## config.mk

```make
export PLATFORM = sky130hd
export DESIGN_NAME = luma_filter_8tap
export DESIGN_NICKNAME = d
export VERILOG_FILES = /design/src/rtl/luma_filter_8tap.sv
export SDC_FILE = /design/constraint.sdc
export NUM_CORES = 1
export LEC_CHECK = 0
export ABC_AREA = 1
export CORE_MARGIN = 1
export CORE_UTILIZATION = 56
export CTS_CLUSTER_SIZE = 20
export DETAILED_ROUTE_END_ITERATION = 10
export GPL_TIMING_DRIVEN = 0
export PLACE_DENSITY = 0.83
export SYNTH_ARGS = -nofsm -noshare
export SYNTH_HDL_FRONTEND = slang
export SYNTH_SLANG_ARGS = --single-unit
export TNS_END_PERCENT = 30
```

## constraint.sdc

```tcl
create_clock -name clk -period 6.01 [get_ports clk]
set_input_delay 0.9015 -clock clk [delete_from_list [all_inputs] [get_ports clk]]
set_output_delay 0.9015 -clock clk [all_outputs]
set_load 0.01 [all_outputs]
```

## src/rtl/luma_filter_8tap.sv

```systemverilog
// Multi-flux 8-tap luma filter: loads one tagged coefficient set, runs eight
// serial MACs on that tag's reference samples, then rounds, shifts and clips.
module luma_filter_8tap #(
    parameter int FLUX         = 2,
    parameter int COEF_WIDTH   = 9,
    parameter int SAMPLE_WIDTH = 8,
    parameter int SHIFT        = 6,
    localparam int TAG_WIDTH   = $clog2(FLUX)
) (
    input  logic                              clk,
    input  logic                              rst,
    input  logic [COEF_WIDTH+TAG_WIDTH-1:0]   read_port_c0_dout,
    input  logic [FLUX-1:0]                   read_port_c0_empty,
    output logic [FLUX-1:0]                   read_port_c0_read,
    input  logic [COEF_WIDTH+TAG_WIDTH-1:0]   read_port_c1_dout,
    input  logic [FLUX-1:0]                   read_port_c1_empty,
    output logic [FLUX-1:0]                   read_port_c1_read,
    input  logic [COEF_WIDTH+TAG_WIDTH-1:0]   read_port_c2_dout,
    input  logic [FLUX-1:0]                   read_port_c2_empty,
    output logic [FLUX-1:0]                   read_port_c2_read,
    input  logic [COEF_WIDTH+TAG_WIDTH-1:0]   read_port_c3_dout,
    input  logic [FLUX-1:0]                   read_port_c3_empty,
    output logic [FLUX-1:0]                   read_port_c3_read,
    input  logic [COEF_WIDTH+TAG_WIDTH-1:0]   read_port_c4_dout,
    input  logic [FLUX-1:0]                   read_port_c4_empty,
    output logic [FLUX-1:0]                   read_port_c4_read,
    input  logic [COEF_WIDTH+TAG_WIDTH-1:0]   read_port_c5_dout,
    input  logic [FLUX-1:0]                   read_port_c5_empty,
    output logic [FLUX-1:0]                   read_port_c5_read,
    input  logic [COEF_WIDTH+TAG_WIDTH-1:0]   read_port_c6_dout,
    input  logic [FLUX-1:0]                   read_port_c6_empty,
    output logic [FLUX-1:0]                   read_port_c6_read,
    input  logic [COEF_WIDTH+TAG_WIDTH-1:0]   read_port_c7_dout,
    input  logic [FLUX-1:0]                   read_port_c7_empty,
    output logic [FLUX-1:0]                   read_port_c7_read,
    input  logic [SAMPLE_WIDTH+TAG_WIDTH-1:0] read_port_x_dout,
    input  logic [FLUX-1:0]                   read_port_x_empty,
    output logic [FLUX-1:0]                   read_port_x_read,
    output logic [SAMPLE_WIDTH+TAG_WIDTH-1:0] write_port_y_din,
    input  logic [FLUX-1:0]                   write_port_y_full,
    output logic                              write_port_y_write
);

    localparam int CW         = COEF_WIDTH + TAG_WIDTH;
    localparam int XW         = SAMPLE_WIDTH + TAG_WIDTH;
    localparam int PROD_WIDTH = COEF_WIDTH + SAMPLE_WIDTH + 1;
    localparam int ACC_WIDTH  = COEF_WIDTH + SAMPLE_WIDTH + 4;
    localparam logic [ACC_WIDTH-1:0] ROUND = ACC_WIDTH'(1 << (SHIFT - 1));

    typedef enum logic [1:0] {
        IDLE,
        MAC,
        OUT
    } state_t;

    state_t                                state_q, state_d;
    logic [2:0]                            idx_q, idx_d;
    logic signed [ACC_WIDTH-1:0]           acc_q, acc_d;
    logic [TAG_WIDTH-1:0]                  lock_tag_q, lock_tag_d;
    logic [7:0][COEF_WIDTH-1:0]            coef_q, coef_d;

    logic [7:0][CW-1:0]                    c_dout;
    logic [FLUX-1:0]                       c_avail;
    logic                                  grant_found;
    logic [TAG_WIDTH-1:0]                  grant_tag;
    logic [COEF_WIDTH-1:0]                 coef_sel;
    logic [SAMPLE_WIDTH-1:0]               x_sample;
    logic signed [PROD_WIDTH-1:0]          prod;
    logic signed [ACC_WIDTH-1:0]           prod_ext;
    logic signed [ACC_WIDTH-1:0]           rounded;
    logic signed [ACC_WIDTH-1:0]           shifted;
    logic [SAMPLE_WIDTH-1:0]               y_clip;
    logic [FLUX-1:0]                       c_read;
    logic [FLUX-1:0]                       x_read;
    logic                                  y_write;
    logic [XW-1:0]                         y_din;
    logic                                  unused_tag_bits;

    assign c_dout = {read_port_c7_dout, read_port_c6_dout, read_port_c5_dout,
                     read_port_c4_dout, read_port_c3_dout, read_port_c2_dout,
                     read_port_c1_dout, read_port_c0_dout};

    assign c_avail = ~(read_port_c0_empty | read_port_c1_empty | read_port_c2_empty |
                       read_port_c3_empty | read_port_c4_empty | read_port_c5_empty |
                       read_port_c6_empty | read_port_c7_empty);

    // Only c0 carries the authoritative tag; the rest must agree by construction.
    assign unused_tag_bits = ^{read_port_c1_dout[CW-1:COEF_WIDTH], read_port_c2_dout[CW-1:COEF_WIDTH],
                               read_port_c3_dout[CW-1:COEF_WIDTH], read_port_c4_dout[CW-1:COEF_WIDTH],
                               read_port_c5_dout[CW-1:COEF_WIDTH], read_port_c6_dout[CW-1:COEF_WIDTH],
                               read_port_c7_dout[CW-1:COEF_WIDTH], read_port_x_dout[XW-1:SAMPLE_WIDTH]};

    always_comb begin
        grant_found = 1'b0;
        grant_tag   = '0;
        for (int i = FLUX - 1; i >= 0; i--) begin
            if (c_avail[i]) begin
                grant_found = 1'b1;
                grant_tag   = TAG_WIDTH'(i);
            end
        end
    end

    always_comb begin
        coef_sel = coef_q[idx_q];
        x_sample = read_port_x_dout[SAMPLE_WIDTH-1:0];
        prod     = $signed({{(SAMPLE_WIDTH + 1){coef_sel[COEF_WIDTH-1]}}, coef_sel}) *
                   $signed({{COEF_WIDTH{1'b0}}, x_sample});
        prod_ext = {{(ACC_WIDTH - PROD_WIDTH){prod[PROD_WIDTH-1]}}, prod};
    end

    // Arithmetic shift floors negative sums; anything negative clips to 0.
    always_comb begin
        rounded = acc_q + $signed(ROUND);
        shifted = rounded >>> SHIFT;
        if (shifted[ACC_WIDTH-1]) begin
            y_clip = '0;
        end else if (|shifted[ACC_WIDTH-2:SAMPLE_WIDTH]) begin
            y_clip = '1;
        end else begin
            y_clip = shifted[SAMPLE_WIDTH-1:0];
        end
    end

    always_comb begin
        state_d    = state_q;
        idx_d      = idx_q;
        acc_d      = acc_q;
        lock_tag_d = lock_tag_q;
        coef_d     = coef_q;
        c_read     = '0;
        x_read     = '0;
        y_write    = 1'b0;
        y_din      = '0;
        unique case (state_q)
            IDLE: begin
                if (grant_found) begin
                    c_read[grant_tag] = 1'b1;
                    for (int k = 0; k < 8; k++) begin
                        coef_d[k] = c_dout[k][COEF_WIDTH-1:0];
                    end
                    lock_tag_d = c_dout[0][CW-1:COEF_WIDTH];
                    acc_d      = '0;
                    idx_d      = '0;
                    state_d    = MAC;
                end
            end
            MAC: begin
                if (!read_port_x_empty[lock_tag_q]) begin
                    x_read[lock_tag_q] = 1'b1;
                    acc_d = acc_q + prod_ext;
                    idx_d = idx_q + 3'd1;
                    if (idx_q == 3'd7) begin
                        state_d = OUT;
                    end
                end
            end
            OUT: begin
                y_din = {lock_tag_q, y_clip};
                if (!write_port_y_full[lock_tag_q]) begin
                    y_write = 1'b1;
                    state_d = IDLE;
                end
            end
            default: begin
                state_d = IDLE;
            end
        endcase
    end

    always_ff @(posedge clk or posedge rst) begin
        if (rst) begin
            state_q    <= IDLE;
            idx_q      <= '0;
            acc_q      <= '0;
            lock_tag_q <= '0;
            coef_q     <= '0;
        end else begin
            state_q    <= state_d;
            idx_q      <= idx_d;
            acc_q      <= acc_d;
            lock_tag_q <= lock_tag_d;
            coef_q     <= coef_d;
        end
    end

    // Strobes are silenced while reset is held so nothing is consumed then.
    assign read_port_c0_read  = rst ? '0 : c_read;
    assign read_port_c1_read  = rst ? '0 : c_read;
    assign read_port_c2_read  = rst ? '0 : c_read;
    assign read_port_c3_read  = rst ? '0 : c_read;
    assign read_port_c4_read  = rst ? '0 : c_read;
    assign read_port_c5_read  = rst ? '0 : c_read;
    assign read_port_c6_read  = rst ? '0 : c_read;
    assign read_port_c7_read  = rst ? '0 : c_read;
    assign read_port_x_read   = rst ? '0 : x_read;
    assign write_port_y_write = rst ? 1'b0 : y_write;
    assign write_port_y_din   = rst ? '0 : y_din;

endmodule

```

==> impl_metrics.ini, run 1 <==
[place]
gp_congestion = 0.9364
place_ws_ns = -0.2695
hpwlAfterDp_um = 19310
place_area_um2 = 10580
port_buffers = 129

[global_route]
antenna_found_initial = 0
overflow = 0
grtUsageTotal_pct = 30.33
grt_first_pass_wirelength_um = 38670
grt_pass1_vias = 8038
grt_max_degree = 66

[critical_path]
cpMostUsedCell = fa_1
path_max_fanout = 10
path_class = flop to flop
required_ns = 6.26
rr_startpoint = idx_q[0]
slowest_stage = fa_1
arrival_ns = 6.07
worstRegToRegCells = 25
cp-end-kind = flop
cpPeakStageDelay_ns = 0.61
critPathLaunchType = flop
r2r-end = acc_q[15]
r2r_setup_slack_ns = 0.19

[synth]
yosysTopAreaCell = dfrtp_1
syn_nets = 1416
synth_top_area_share_pct = 27.53
synthCells = 1176
ys_seq_area_share_pct = 27.53
yosysWarnings = 0
yosys.cell_types.count = 43
synth_fa_ha_area_share_pct = 24.53
muxShareOfSynthArea_pct = 0.8900
synth-simple-area-share_pct = 20.62
postSynthAreaPerCell_um2 = 7.651
yosys_register_bits = 99
synth_area_um2 = 8997
synth_area_leaders = dfrtp_1, fa_1, nand2_1
synth_top_family_by_area = adder cells
synth_compound_area_share_pct = 11.43
synth_xor_area_share_pct = 0.9734

[drt]
via_count = 8355
wire_per_inst_um = 15.48
postRouteAntennaNets = 0
drt_iter0_markers = 657
routed_wl_um = 23870
drc_errors = 0
routed_via_density = 5.418
firstDrtPassIters = 5

[sta]
setup_viol = 0
max_clock_freq_mhz = 171.9
fin_crit_sh_pct = 96.82
worst_slack_ns = 0.1913
post-route-min-period_ns = 5.819
fin_skew_ns = 0.009518
max_slew.worst_pin.slew_ns = 0.7828
hold_viol_final = 0
relSlewSlack_pct = 47.70
finalMaxSlewViolations = 0
whs_ns = 0.4925

[die]
die_area_um2 = 16580
dieHeight_um = 128.8
start_util_pct = 58.32
row_count = 45
coreArea_um2 = 15430
die_w_um = 128.8
num_io_pins = 139

[clock_tree]
clockBufferDepth = 2
cts_root_buf = clkbuf_16
hold_buffers = 0
clk_latency_ns = 0.35
cts_tree = yes
numCtsBuffers = 9
cts.sinks = 99
clkTransAtPathRegs_ns = 0.08
h-tree-depth = 3

[cells_and_area]
layout.nets = 1566
drive_above_1_share_pct = 9.692
design_area_um2 = 11100
syn_to_final_growth_pct = 23.40
n_antenna_cell = 0

[run_status]
run_status = finished, final reports clean

[min_path]
hp-start = coef_q[24]
hold_class = flop to flop
whs_path_depth = 2
hold_end = coef_q[24]

[job]
max-cap-violations = 0
==> synth_stat cells (all sizes together) <==
cell type	count
a21boi	1
a21o	1
a21oi	51
a31oi	1
buf	41
clkbuf	6
clkinv	4
dfrtp	99
fa	79
ha	50
inv	243
mux2i	8
nand2	249
nand3	32
nand3b	5
nand4	10
nor2	138
nor3	8
nor3b	1
nor4	4
o2111ai	1
o211ai	12
o21a	3
o21ai	104
o21bai	2
o221ai	8
o311ai	2
o31ai	1
or2	2
xnor2	2
xor2	8
==> state kept, by name, indices dropped and copies added (netlist names) <==
| register | count |
|---|---|
| idx_q | 3 |
| state_q | 2 |
| acc_q | 21 |
| coef_q | 72 |
| lock_tag_q | 1 |
==> layout by cell type, fill, tap and decap left out, drive strengths merged <==
| master | synthesis | layout |
|---|---|---|
| nand2 | 249 | 249 |
| inv | 243 | 246 |
| nor2 | 138 | 138 |
| clkdlybuf4s50 | 0 | 129 |
| o21ai | 104 | 104 |
| dfrtp | 99 | 99 |
| fa | 79 | 79 |
| a21oi | 51 | 51 |
| buf | 41 | 51 |
| ha | 50 | 50 |
| nand3 | 32 | 32 |
| clkbuf | 6 | 16 |
| o211ai | 12 | 12 |
| nand4 | 10 | 10 |
| nor3 | 8 | 8 |
| o221ai | 8 | 8 |
| xor2 | 8 | 8 |
| mux2i | 8 | 8 |
| nand3b | 5 | 5 |
| nor4 | 4 | 4 |
| clkinv | 4 | 4 |
| o21a | 3 | 3 |
| clkinvlp | 0 | 3 |
| o21bai | 2 | 2 |
| xnor2 | 2 | 2 |
| o311ai | 2 | 2 |
| or2 | 2 | 2 |
| a31oi | 1 | 1 |
| o31ai | 1 | 1 |
| o2111ai | 1 | 1 |
| a21boi | 1 | 1 |
| a21o | 1 | 1 |
| nor3b | 1 | 1 |
==> repair_timing <==
item	4_1_cts	5_1_grt
setup endpoints to repair	13	13
cloned	0	0
buffers inserted	1	8
endpoints found under the hold margin	0	0
resized for setup	13	55
pin swaps	3	17
==> metal layers <==
layer  wire length (µm)  global-route usage (%)  vias up
met2              11460                   49.98      404
met1               9833                   41.21     3975
li1                   -                       -     3927
met3               1955                   4.906       49
met5                  0                       0        -
met4                616                   9.550        0
==> worst max-delay path by stage <==
stage / startpoint / to / slack (ns) / cells after the start
detailed placement: read_port_x_dout[1] / acc_q[16] / -0.27 / 20
global route: idx_q[0] / acc_q[14] / -0.01 / 27
global placement: rst / read_port_c1_read[1] / -1.02 / 6
floorplan: read_port_x_dout[2] / acc_q[16] / 0.70 / 20
CTS: idx_q[0] / acc_q[20] / 0.03 / 26
finish: idx_q[0] / acc_q[15] / 0.19 / 25
==> area by class of cell <==
class,instances,area [µm²]
multi-input combinational,783,5373
fill,1267,4324
sequential,99,2477
timing repair buffer,139,1386
inverter,247,933.4
buffer,47,375.4
tap,211,264.0
clock buffer,10,239.0
clock inverter,6,55.05
==> stage by stage <==
stage | utilization (%) | TNS, ns | cells
finish | 71.97 | 0 | 1542
CTS | 70.73 | 0 | 1534
detailed placement | 68.60 | -1.919 | 1517
floorplan | - | 0 | 1176
global placement | 68.40 | -20.17 | 1516
global route | 71.97 | -0.01261 | 1542
==> cells by family after synthesis <==
kind of cell,Yosys count
compound gates,187
xor+xnor,10
fa+ha+maj,129
buf+inv,294
flops,99
mux,8
simple gates,449
==> critical path: cells and delay by family (launching register included) <==
family                   cells  cell delay (ns)
AO/OA/AOI/OAI                2             0.62
adder cells (fa/ha/maj)      6             3.05
buffers and inverters        7             0.75
flip-flops                   1             0.42
AND/OR/NAND/NOR             10             0.85
Power of run 1 is not shown: default switching activity piles up to over one toggle a cycle in this logic, so the estimate is an artifact.
==> inputs of run 2 (changes only) <==
Settings changed: CTS_CLUSTER_SIZE 20 to 14.
==> results of run 2 <==
No change in the layout: final DEF, timing and power equal those of run 1.
Power of run 2 is left out for the same reason.
==> inputs of run 3 (changes only) <==
Settings changed: CAP_MARGIN from default to 25, GPL_TIMING_DRIVEN 0 to default.
Clock period 6.01 ns to 5.9 ns, I/O delays scaled along.
==> run 3 against run 2 <==
Utilization up 0.26 points. Hold slack worse by 0.0029 ns. Final cell count shrank 0.45%. Critical path depth fell by 1. Clock skew grew 0.0028 ns. Setup slack worse by 0.051 ns. Sequential share of layout area down 0.069 points. Count of clock-buffer cells in the layout decreased by 1. Largest cell class unchanged.
==> impl_metrics.ini, run 3 (same netlist as run 1, synthesis figures left out) <==
[run_status]
run_status = finished, final reports clean

[drt]
drt_iter0_markers = 503
routed_wl_um = 22730
firstDrtPassIters = 5
via_count = 8080
wire_per_inst_um = 14.81
routed_via_density = 5.264
postRouteAntennaNets = 0
drc_errors = 0

[job]
max-cap-violations = 0

[global_route]
antenna_found_initial = 0
grt_first_pass_wirelength_um = 37070
grt_pass1_vias = 7909
grt_use_met1_pct = 37.77
use_met2_pct = 48.24
grt_max_degree = 85
grt_busiest_layer = met2
met3_usage_pct = 4.782
grtUsageTotal_pct = 28.72
overflow = 0

[place]
gp_congestion = 0.9811
place_ws_ns = -0.08603
hpwlAfterDp_um = 17480
port_buffers = 130

[die]
coreArea_um2 = 15430
dieHeight_um = 128.8
die_area_um2 = 16580
start_util_pct = 58.32
die_w_um = 128.8
num_io_pins = 139
row_count = 45

[cells_and_area]
largest_reg_flops = 72
drive_above_1_share_pct = 9.517
top_register = coef_q
layout.nets = 1559
fill_cells = 1182
n_antenna_cell = 0
syn_to_final_growth_pct = 23.85
final_common_cell = nand2_1
reg_top3 = coef_q (72), acc_q (21), idx_q (3)
layout_common_cells = nand2_1, inv_1, clkdlybuf4s50_1

[clock_tree]
cts_root_buf = clkbuf_16
h-tree-depth = 3
numCtsBuffers = 9
cts_tree = yes
clkTransAtPathRegs_ns = 0.07
clk_latency_ns = 0.36
cts.sinks = 99
hold_buffers = 0
clockBufferDepth = 2

[sta]
finalMaxSlewViolations = 0
fin_crit_sh_pct = 97.62
hold_viol_final = 0
worst_slack_ns = 0.1407
rsz0062_at_grt = true
fin_skew_ns = 0.01232
max_slew.worst_pin.slew_ns = 0.8871
post-route-min-period_ns = 5.759
relSlewSlack_pct = 40.72
setup_viol = 0
max_clock_freq_mhz = 173.6

[critical_path]
slowest_stage = fa_1
cp-end-kind = flop
cpMostUsedCell = nand2_1
required_ns = 6.15
cp_cell_sequence = buf_8 -> a21oi_1 -> o21ai_0 -> o211ai_1 -> nand2_1 -> buf_4 -> buf_4 -> nor2_1 -> fa_1 -> fa_1 -> fa_1 -> fa_1 -> inv_1 -> fa_1 -> inv_1 -> ha_2 -> nand2_1 -> buf_4 -> nor4_2 -> nand2_1 -> nand2_1 -> nand2_1 -> nand3_1 -> nand2_1
arrival_ns = 6.01
cp.buffers_inverters = 6
path_max_fanout = 25
cpPeakStageDelay_ns = 0.56
critPathLaunchType = flop
rr_startpoint = idx_q[0]
path_class = flop to flop
crit_family = adder cells
startpoint = idx_q[0]

[min_path]
hp-start = acc_q[3]
hold_class = flop to flop
==> run 3: changes by cell type in the layout (fill, tap and decap cells not counted), moves of 3 or more <==
cell and delta:
nor2_2 +3, nand2_1 +7, clkbuf_2 -3, ha_4 +3, nand2_2 -8, buf_2 -8
nor2_1 -3, buf_6 -12, buf_4 +17
==> run 3: tightest hold or removal path, cell delays in order (launching register included) <==
cell     delay (ns)
dfrtp_1        0.35
nand2_1        0.06
nand2_1        0.05
==> run 3: metrics by stage <==
stage	instance area [µm²]	hold WS, ns	cells	utilization [%]	setup TNS, ns
finish	11140	0.4895	1535	72.23	0
floorplan	8997	0.4483	1176	-	0
CTS	10900	0.4913	1528	70.64	0
detailed placement	10580	0.4737	1512	68.57	-0.3694
global placement	10580	0.4600	1512	68.57	-0.1696
global route	11140	0.5046	1535	72.23	-0.1214
==> run 3: routing by layer <==
metal  wire length (µm)  share of wire [%]  vias to the layer above
li1                   -                  -                     3916
met1               9419                 41                     3821
met2              11250                 49                      306
met3               1532                6.7                       37
met4                532                2.3                        0
met5                  0                  0                        -
==> run 3: worst paths after layout <==
path,endpoint,slack (ns),cells past startpoint
worst max-delay path,acc_q[17],0.14,24
worst min-delay path,acc_q[3],0.49,2
worst max register to register,acc_q[17],0.14,24
worst min register to register,acc_q[3],0.49,2
max in group asynchronous,coef_q[69],3.68,3
min in group asynchronous,lock_tag_q,0.99,2
==> run 3: repair_timing <==
action | CTS | global route
setup endpoints to repair | 8 | 15
buffers inserted | 0 | 6
gates cloned | 0 | 1
pin swaps | 0 | 17
gates resized for setup | 1 | 55
==> run 3: final cells by class <==
class | instances | area [µm²] | share of cell area [%]
clock buffers | 9 | 225.2 | 2.021
clock inverters | 7 | 92.59 | 0.8309
inverters | 247 | 932.1 | 8.365
multi-input cells | 783 | 5431 | 48.74
flip-flops and latches | 99 | 2479 | 22.24
well taps | 211 | 264.0 | 2.369
repair buffers | 179 | 1719 | 15.43
Power of run 3 is left out for the same reason.
